## src/rtl/uart_fifo_mmio_if.sv

```systemverilog
// Pipeline data-bus port of the memory-mapped UART.
// The upstream decode drives sel; the core drives the access strobe and the write data.
interface uart_fifo_mmio_if;
  logic        sel;
  logic        valid;
  logic        write;
  logic [3:0]  wmask;
  logic [31:0] wdata;
  logic [2:0]  addr;
  logic [31:0] rdata;

  modport master (output sel, valid, write, wmask, wdata, addr, input rdata);
  modport slave  (input sel, valid, write, wmask, wdata, addr, output rdata);
endinterface

```

## src/rtl/uart_fifo_mmio.sv

```systemverilog
// Memory-mapped UART: RX/TX FIFOs, run-time baud divisor, sticky error flags and an RX interrupt.
// Frames are 8N1 on receive and 8N1/8N2 on transmit; each bit lasts exactly the divisor latched at frame start.
module uart_fifo_mmio #(
  parameter int DIV_RESET = 104,
  parameter int DIV_WIDTH = 16,
  parameter int TX_DEPTH  = 16,
  parameter int RX_DEPTH  = 16,
  parameter int STOP_BITS = 1
) (
  input  logic            clk,
  input  logic            rstn,
  uart_fifo_mmio_if.slave bus,
  input  logic            uart_rx,
  output logic            uart_tx,
  output logic            irq_rx
);
  localparam int TX_AW = $clog2(TX_DEPTH);
  localparam int RX_AW = $clog2(RX_DEPTH);
  localparam logic [DIV_WIDTH-1:0] DIV_ONE = DIV_WIDTH'(1);
  localparam logic [DIV_WIDTH-1:0] DIV_MIN = DIV_WIDTH'(4);
  localparam logic [DIV_WIDTH-1:0] DIV_RST = DIV_WIDTH'(DIV_RESET);

  typedef enum logic [1:0] {S_IDLE, S_START, S_DATA, S_STOP} uart_state_e;

  logic acc, wr, rd;
  logic tx_push_req, div_wr, stat_wr, rx_pop_req;
  assign acc         = bus.sel & bus.valid;
  assign wr          = acc & bus.write;
  assign rd          = acc & ~bus.write;
  assign tx_push_req = wr && bus.addr == 3'd0 && bus.wmask[0];
  assign div_wr      = wr && bus.addr == 3'd2 && bus.wmask[1:0] == 2'b11;
  assign stat_wr     = wr && bus.addr == 3'd4 && bus.wmask[0];
  assign rx_pop_req  = rd && bus.addr == 3'd1;

  logic unused_bits;
  assign unused_bits = ^{bus.wdata[31:DIV_WIDTH], bus.wmask[3:2]};

  // Shared state
  logic [7:0]           tx_mem [TX_DEPTH];
  logic [7:0]           rx_mem [RX_DEPTH];
  logic [TX_AW:0]       tx_wptr_q, tx_rptr_q;
  logic [RX_AW:0]       rx_wptr_q, rx_rptr_q;
  logic [DIV_WIDTH-1:0] div_q, div_d;
  logic [2:0]           flags_q, flags_d;   // {txovf, ferr, rxovr}
  logic [31:0]          rdata_q, rdata_d;

  uart_state_e          tx_state_q, rx_state_q;
  logic [DIV_WIDTH-1:0] tx_cnt_q, tx_div_q, rx_cnt_q, rx_div_q;
  logic [7:0]           tx_shift_q, rx_shift_q;
  logic [2:0]           tx_bit_q, rx_bit_q;
  logic                 tx_stop_q, uart_tx_q;
  logic                 rx_s1_q, rx_s2_q, rx_prev_q;

  // Extra pointer MSB distinguishes full (MSBs differ, rest equal) from empty.
  logic tx_empty, tx_full, tx_push, tx_pop, tx_period_end, tx_stop_last, tx_idle;
  assign tx_empty      = tx_wptr_q == tx_rptr_q;
  assign tx_full       = (tx_wptr_q[TX_AW] != tx_rptr_q[TX_AW]) &&
                         (tx_wptr_q[TX_AW-1:0] == tx_rptr_q[TX_AW-1:0]);
  assign tx_push       = tx_push_req & ~tx_full;
  assign tx_period_end = tx_cnt_q == tx_div_q - DIV_ONE;
  assign tx_stop_last  = tx_stop_q == 1'(STOP_BITS - 1);
  assign tx_pop        = ~tx_empty & ((tx_state_q == S_IDLE) |
                         (tx_state_q == S_STOP & tx_period_end & tx_stop_last));
  assign tx_idle       = tx_empty & (tx_state_q == S_IDLE);

  logic rx_empty, rx_full, rx_pop, rx_push_req, rx_push, rx_ovr_set, rx_ferr_set;
  logic rx_period_end, rx_half_end;
  assign rx_empty      = rx_wptr_q == rx_rptr_q;
  assign rx_full       = (rx_wptr_q[RX_AW] != rx_rptr_q[RX_AW]) &&
                         (rx_wptr_q[RX_AW-1:0] == rx_rptr_q[RX_AW-1:0]);
  assign rx_pop        = rx_pop_req & ~rx_empty;
  assign rx_period_end = rx_cnt_q == rx_div_q - DIV_ONE;
  assign rx_half_end   = rx_cnt_q == {1'b0, rx_div_q[DIV_WIDTH-1:1]} - DIV_ONE;
  assign rx_push_req   = (rx_state_q == S_STOP) & rx_period_end & rx_s2_q;
  assign rx_ferr_set   = (rx_state_q == S_STOP) & rx_period_end & ~rx_s2_q;
  // A pop in the same cycle frees a slot, so a full FIFO still accepts the byte.
  assign rx_push       = rx_push_req & (~rx_full | rx_pop);
  assign rx_ovr_set    = rx_push_req & rx_full & ~rx_pop;

  always_comb begin
    // NOTE: every always_comb output gets a default first so no path leaves it unassigned (no latch).
    div_d   = (bus.wdata[DIV_WIDTH-1:0] < DIV_MIN) ? DIV_MIN : bus.wdata[DIV_WIDTH-1:0];
    flags_d = stat_wr ? (flags_q & ~bus.wdata[5:3]) : flags_q;
    if (rx_ovr_set)               flags_d[0] = 1'b1;
    if (rx_ferr_set)              flags_d[1] = 1'b1;
    if (tx_push_req && tx_full)   flags_d[2] = 1'b1;
    rdata_d = '0;
    case (bus.addr)
      3'd1:    rdata_d = rx_empty ? 32'hFFFF_FFFF : {24'h0, rx_mem[rx_rptr_q[RX_AW-1:0]]};
      3'd2:    rdata_d = 32'(div_q);
      3'd4:    rdata_d = {26'h0, flags_q, tx_idle, ~rx_empty, ~tx_full};
      default: rdata_d = '0;
    endcase
  end

  // NOTE: FIFO storage is not reset; the pointers alone define occupancy, which keeps the arrays RAM-mappable.
  always_ff @(posedge clk) begin
    if (tx_push) tx_mem[tx_wptr_q[TX_AW-1:0]] <= bus.wdata[7:0];
    if (rx_push) rx_mem[rx_wptr_q[RX_AW-1:0]] <= rx_shift_q;
  end

  // NOTE: sequential state uses non-blocking assignments so every flop samples pre-edge values.
  always_ff @(posedge clk) begin
    if (!rstn) begin
      tx_wptr_q <= '0;
      tx_rptr_q <= '0;
      rx_wptr_q <= '0;
      rx_rptr_q <= '0;
      div_q     <= DIV_RST;
      flags_q   <= '0;
      rdata_q   <= '0;
    end else begin
      if (tx_push) tx_wptr_q <= tx_wptr_q + (TX_AW+1)'(1);
      if (tx_pop)  tx_rptr_q <= tx_rptr_q + (TX_AW+1)'(1);
      if (rx_push) rx_wptr_q <= rx_wptr_q + (RX_AW+1)'(1);
      if (rx_pop)  rx_rptr_q <= rx_rptr_q + (RX_AW+1)'(1);
      if (div_wr)  div_q     <= div_d;
      flags_q <= flags_d;
      if (rd)      rdata_q   <= rdata_d;
    end
  end

  // TX FSM: a pending byte is popped on entering START, straight from STOP when back-to-back.
  always_ff @(posedge clk) begin
    if (!rstn) begin
      tx_state_q <= S_IDLE;
      tx_cnt_q   <= '0;
      tx_div_q   <= DIV_RST;
      tx_shift_q <= '0;
      tx_bit_q   <= '0;
      tx_stop_q  <= 1'b0;
      uart_tx_q  <= 1'b1;
    end else if (tx_pop) begin
      tx_state_q <= S_START;
      tx_cnt_q   <= '0;
      tx_div_q   <= div_q;
      tx_shift_q <= tx_mem[tx_rptr_q[TX_AW-1:0]];
      uart_tx_q  <= 1'b0;
    end else if (tx_state_q != S_IDLE) begin
      if (!tx_period_end) begin
        tx_cnt_q <= tx_cnt_q + DIV_ONE;
      end else begin
        tx_cnt_q <= '0;
        case (tx_state_q)
          S_START: begin
            tx_state_q <= S_DATA;
            tx_bit_q   <= '0;
            uart_tx_q  <= tx_shift_q[0];
          end
          S_DATA: begin
            if (tx_bit_q == 3'd7) begin
              tx_state_q <= S_STOP;
              tx_stop_q  <= 1'b0;
              uart_tx_q  <= 1'b1;
            end else begin
              tx_bit_q   <= tx_bit_q + 3'd1;
              tx_shift_q <= {1'b0, tx_shift_q[7:1]};
              uart_tx_q  <= tx_shift_q[1];
            end
          end
          S_STOP: begin
            if (tx_stop_last) tx_state_q <= S_IDLE;
            else              tx_stop_q  <= tx_stop_q + 1'b1;
          end
          default: tx_state_q <= S_IDLE;
        endcase
      end
    end
  end

  // RX FSM: start validated at half a bit, then every sample lands mid-bit.
  always_ff @(posedge clk) begin
    if (!rstn) begin
      rx_s1_q    <= 1'b1;
      rx_s2_q    <= 1'b1;
      rx_prev_q  <= 1'b1;
      rx_state_q <= S_IDLE;
      rx_cnt_q   <= '0;
      rx_div_q   <= DIV_RST;
      rx_shift_q <= '0;
      rx_bit_q   <= '0;
    end else begin
      rx_s1_q   <= uart_rx;
      rx_s2_q   <= rx_s1_q;
      rx_prev_q <= rx_s2_q;
      case (rx_state_q)
        S_IDLE: begin
          if (rx_prev_q && !rx_s2_q) begin
            rx_state_q <= S_START;
            rx_cnt_q   <= '0;
            rx_div_q   <= div_q;
          end
        end
        S_START: begin
          if (rx_half_end) begin
            rx_cnt_q   <= '0;
            rx_bit_q   <= '0;
            rx_state_q <= rx_s2_q ? S_IDLE : S_DATA;
          end else begin
            rx_cnt_q <= rx_cnt_q + DIV_ONE;
          end
        end
        S_DATA: begin
          if (rx_period_end) begin
            rx_cnt_q   <= '0;
            rx_shift_q <= {rx_s2_q, rx_shift_q[7:1]};
            if (rx_bit_q == 3'd7) rx_state_q <= S_STOP;
            else                  rx_bit_q   <= rx_bit_q + 3'd1;
          end else begin
            rx_cnt_q <= rx_cnt_q + DIV_ONE;
          end
        end
        S_STOP: begin
          if (rx_period_end) begin
            rx_cnt_q   <= '0;
            rx_state_q <= S_IDLE;
          end else begin
            rx_cnt_q <= rx_cnt_q + DIV_ONE;
          end
        end
        default: rx_state_q <= S_IDLE;
      endcase
    end
  end

  assign uart_tx   = uart_tx_q;
  assign irq_rx    = ~rx_empty;
  assign bus.rdata = rdata_q;
endmodule

```

## src/flat_wrapper.sv

```systemverilog
// flat-port wrapper written by rule: the top's interface ports become plain ports
module uart_fifo_mmio_flat 
#(
  parameter int DIV_RESET = 104,
  parameter int DIV_WIDTH = 16,
  parameter int TX_DEPTH  = 16,
  parameter int RX_DEPTH  = 16,
  parameter int STOP_BITS = 1
)
  (clk, rstn, uart_rx, uart_tx, irq_rx, bus_sel, bus_valid, bus_write, bus_wmask, bus_wdata, bus_addr, bus_rdata);
  uart_fifo_mmio_if bus_i ();
  input  logic clk;
  input  logic rstn;
  input  logic uart_rx;
  output logic uart_tx;
  output logic irq_rx;
  input wire logic [$bits(bus_i.sel)-1:0] bus_sel;
  input wire logic [$bits(bus_i.valid)-1:0] bus_valid;
  input wire logic [$bits(bus_i.write)-1:0] bus_write;
  input wire logic [$bits(bus_i.wmask)-1:0] bus_wmask;
  input wire logic [$bits(bus_i.wdata)-1:0] bus_wdata;
  input wire logic [$bits(bus_i.addr)-1:0] bus_addr;
  output wire logic [$bits(bus_i.rdata)-1:0] bus_rdata;
  assign bus_i.sel = bus_sel;
  assign bus_i.valid = bus_valid;
  assign bus_i.write = bus_write;
  assign bus_i.wmask = bus_wmask;
  assign bus_i.wdata = bus_wdata;
  assign bus_i.addr = bus_addr;
  assign bus_rdata = bus_i.rdata;
  uart_fifo_mmio #(.DIV_RESET(DIV_RESET), .DIV_WIDTH(DIV_WIDTH), .TX_DEPTH(TX_DEPTH), .RX_DEPTH(RX_DEPTH), .STOP_BITS(STOP_BITS)) u_core (.clk(clk), .rstn(rstn), .bus(bus_i), .uart_rx(uart_rx), .uart_tx(uart_tx), .irq_rx(irq_rx));
endmodule
```

## config.mk

```make
export PLATFORM = sky130hd
export DESIGN_NAME = uart_fifo_mmio_flat
export DESIGN_NICKNAME = d
export VERILOG_FILES = /design/src/rtl/uart_fifo_mmio_if.sv /design/src/rtl/uart_fifo_mmio.sv /design/src/flat_wrapper.sv
export SDC_FILE = /design/constraint.sdc
export NUM_CORES = 1
export LEC_CHECK = 0
export CAP_MARGIN = 25
export CORE_MARGIN = 2
export CORE_UTILIZATION = 55
export DETAILED_ROUTE_END_ITERATION = 10
export PLACE_DENSITY_LB_ADDON = 0.08
export REMOVE_ABC_BUFFERS = 1
export SETUP_SLACK_MARGIN = 0.2
export SKIP_CTS_REPAIR_TIMING = 1
export SYNTH_ARGS = -nofsm -noshare
export SYNTH_HDL_FRONTEND = slang
export SYNTH_SLANG_ARGS = --single-unit
```

## constraint.sdc

```tcl
create_clock -name clk -period 5.15 [get_ports clk]
set_input_delay 1.2875 -clock clk [delete_from_list [all_inputs] [get_ports clk]]
set_output_delay 1.2875 -clock clk [all_outputs]
set_load 0.05 [all_outputs]
```

==> summary by stage <==
Floorplanning
79 I/O pins were placed. The width of the die is 187 um. For this configuration, the core starts out at a cell density of 55.4%. The area enclosed by the die boundary is 35000 sq um. The core area is 33300 sq um. The floorplan die height is 187 um. The row count is 67.

Final layout
The post-layout net count is 1584. Compared with the post-synthesis result, the final layout area differs by 12.2%. Counting the fill cells in the layout gives 2545. Cells with a size suffix above 1 make up 13.6% of the layout. The number of antenna diodes is 0. After the flow finishes, the layout carries non-filler instances totaling 1997.

Global route
For met2 alone, demand over resource in global routing was 36.9%. The via count of the first global-routing pass came to 11144. The global-route usage over all layers is 23.3%. In the global route stage, met1 resource usage came out at 33.5%. met2 is the most crowded layer. The wire length of the first global-routing pass is 63800 um. The met3 track demand over resource in global routing is 4.67%. The global route total overflow is 0. The number of antenna violations at the first check in global routing is 0. The largest net degree at the start of global routing is 64.

Clock tree
The maximum root-to-sink buffer count is 3. The root buffer cell chosen for the clock tree is clkbuf_16. TritonCTS built the clock tree.

The clock input transition at the sequential cells of the worst setup and hold paths is 60 ps. The clock latency on the worst-skew pair is 550 ps. The number of buffers inserted during clock tree synthesis is 43.

CTS saw 414 sinks. The H-tree was split into 2 levels.

STA
The max-slew violation count came to 0. The time the final worst path needs with I/O delays and setup is 4100 ps. Headroom to the max-slew limit came out at 40.3%. The sum of negative setup slack is 0 ps. The final-report setup violation count is 0. The worst-margin pin slew is 892 ps.

The total count of hold-check failures in the final report is 0. Setup repair after global routing left no endpoint under its margin. Timing would allow up to 244 MHz.

Across the routed clock network, the largest skew measured is 15.2 ps. The final clock period utilization by the worst path is 79.6%.

Route
The detail-routed net length per standard cell is 20.1 um. The violation count after the first detailed-route iteration is 906. The number of iterations in the first detailed-routing pass is 5.

The detailed-route wire length is 40000 um. The remaining antenna violation count after routing is 0. After detailed routing, the number of vias per cell comes to 5.80. In the routed design, unresolved DRC markers number 0. For this block, the via count after detailed routing is 11581.

Hold path
In this run the worst hold path is classified as reg2reg. The worst hold path begins at u_core.rx_s1_q$_SDFF_PN1_.

Worst setup path
The data arrival time of the critical path is 2810 ps. The launch point of the critical path is u_core.rx_wptr_q[3]$_SDFFE_PN0P_. For the worst setup path, the data required time is 3860 ps. The worst register-to-register path begins at u_core.rx_div_q[5]$_SDFFE_PN1P_. The startpoint kind of the worst setup timing path is a register. The worst setup path category is reg2out. STA classifies the critical path endpoint as an output port. The biggest fanout along the worst timing path is 9.

Yosys
For this run, the number of Yosys warnings is 0. Among all cell types in the netlist, the one instantiated most often is edfxtp_1. After synthesis, the mean cell area works out to 12.4 sq um. The portion of synthesized cell area occupied by the leading cell type is 41.7%. After synthesis, the most frequently instantiated cells are edfxtp_1 (256), nand2_1 (161), dfxtp_1 (158). The number of enable-type register cells in the synthesized netlist is 256. After synthesis, the cell types taking the most area are edfxtp_1 (42%), dfxtp_1 (17%), mux4_2 (9.8%). Synthesis handed over a netlist of 1483 instances.

The number of different library cells in the post-synthesis netlist is 75. The synthesized design spends more area on one cell type than any other, namely edfxtp_1. The register bit count reported by yosys is 414. The most used flip-flop cell after synthesis is edfxtp_1. Counting flops with an async set or reset pin after synthesis yields a share of 0%. The mapped cell area is 18400 sq um.

The sequential element share of the synthesized area is 58.9%.

Outcome
The run finished with clean final reports.

Placement
Routability-driven placement finished with a final weighted congestion of 0.851. The half-perimeter wire length after detailed placement is 26800 um. Port buffering added 60 buffers. The cell count after placement is 1919.

Power and ir drop
For this design the ratio of total power to cell area is 337 nW/um^2. The worst-case IR drop observed on VDD is 248 uV. In this run the static leakage power is 6.78 nW.

Flow run
Across the run, the number of max-cap violations was 0.
[flip-flops by register name, indices dropped and copies added (netlist names), 3 cells and up, named ones only]
signal	flops
u_core.rx_cnt_q	16
u_core.rx_bit_q	3
u_core.tx_wptr_q	5
u_core.rx_rptr_q	5
u_core.bus.rdata	17
u_core.rx_div_q	16
u_core.tx_mem	128
u_core.rx_wptr_q	5
u_core.tx_bit_q	3
u_core.rx_shift_q	8
u_core.tx_div_q	16
u_core.tx_shift_q	8
u_core.div_q	16
u_core.tx_rptr_q	5
u_core.flags_q	3
u_core.tx_cnt_q	16
u_core.rx_mem	128
[through the flow]
step / cell area (sq um) / hold slack (ps) / utilization (%) / setup WS (ps) / power (W)
final: 20700 / 421 / 62.2 / 1050 / 0.00697
after global routing: 20700 / 466 / 62.2 / 933 / 0.00723
after CTS: 20700 / 428 / 62.2 / 1070 / 0.00704
after detailed placement: 19400 / 409 / 58.2 / 761 / 0.00413
after global placement: 19400 / 400 / 58.2 / 800 / 0.00412
after floorplan: 17900 / 386 / - / -1570 / 0.00397
[cell type report]
| type | count | area, sq um | area share (%) |
|---|---|---|---|
| Timing Repair Buffer | 96 | 871 | 4.21 |
| Inverter | 35 | 131 | 0.635 |
| Multi-Input combinational cell | 926 | 6940 | 33.5 |
| Clock buffer | 63 | 1240 | 6.01 |
| Clock inverter | 15 | 90.1 | 0.435 |
| Sequential cell | 414 | 10900 | 52.5 |
| Tap cell | 448 | 561 | 2.71 |
[layout by cell type (no fill, tap or decap), types with 4 or more instances in the layout]
cell type        Yosys  final
edfxtp_1           256    256
nand2_1            161    161
dfxtp_1            158    155
nor2_1             120    120
a21oi_1             87     87
mux4_2              80     80
xnor2_1             60     60
clkdlybuf4s50_1      0     60
clkbuf_16            0     44
nor3_1              39     39
o21ai_0             38     38
buf_4               17     36
xor2_1              35     35
inv_1               35     34
nand3_1             34     34
a31oi_1             23     23
ha_1                23     23
and3_1              19     19
nand4_1             18     18
nand2b_1            18     18
mux2i_1             18     18
nor4_1              14     14
nand3b_1            12     12
clkbuf_1            66     12
nor2b_1             11     11
o211ai_1             8      8
or3_1                8      8
a22oi_1              7      7
a211oi_2             7      7
clkinv_2             0      7
clkbuf_8             0      7
nor3b_1              6      6
or4_1                5      5
o21ai_1              5      5
and2_1               4      4
and4_1               4      4
nand4b_1             4      4
clkinv_1             0      4
[layer usage]
layer  vias up  wire (um)
met5         -          0
li1       5532          -
met3        49       2470
met2       311      18900
met4         0        730
met1      5689      17900
[critical path, stage by stage, from the launching register on]
cell and delay [ps]:
dfxtp_1 540, xor2_1 120, nor4_1 390, and2_1 350, inv_1 130, clkdlybuf4s50_1 730
[logic make-up (layout without fill, tap and decap cells)]
| family | count (synthesis) | after routing | share of synthesized area, % |
|---|---|---|---|
| compound gates | 212 | 212 | 7.20 |
| xor+xnor | 95 | 95 | 4.51 |
| fa+ha+maj | 23 | 23 | 1.56 |
| buf+inv | 143 | 209 | 3.49 |
| flops | 414 | 414 | 58.9 |
| mux | 99 | 99 | 10.8 |
| simple gates | 497 | 497 | 13.6 |
[report_power, final]
group	internal (W)	switching (W)	total (W)
clock	0.00167	0.00123	0.00291
combinational	0.000192	0.000251	0.000444
sequential	0.00354	0.0000712	0.00361
total	0.00541	0.00156	0.00697
[path summary, 6_finish.rpt]
kind / to / slack (ps) / depth (start not counted)
setup / recovery: irq_rx / 1050 / 5
hold / removal: u_core.rx_s2_q$_SDFF_PN1_ / 420 / 1
setup reg to reg: u_core.rx_mem[4][7]$_DFFE_PP_ / 1360 / 6
hold reg to reg: u_core.rx_s2_q$_SDFF_PN1_ / 420 / 1
Power figures use the tool's default switching activity.
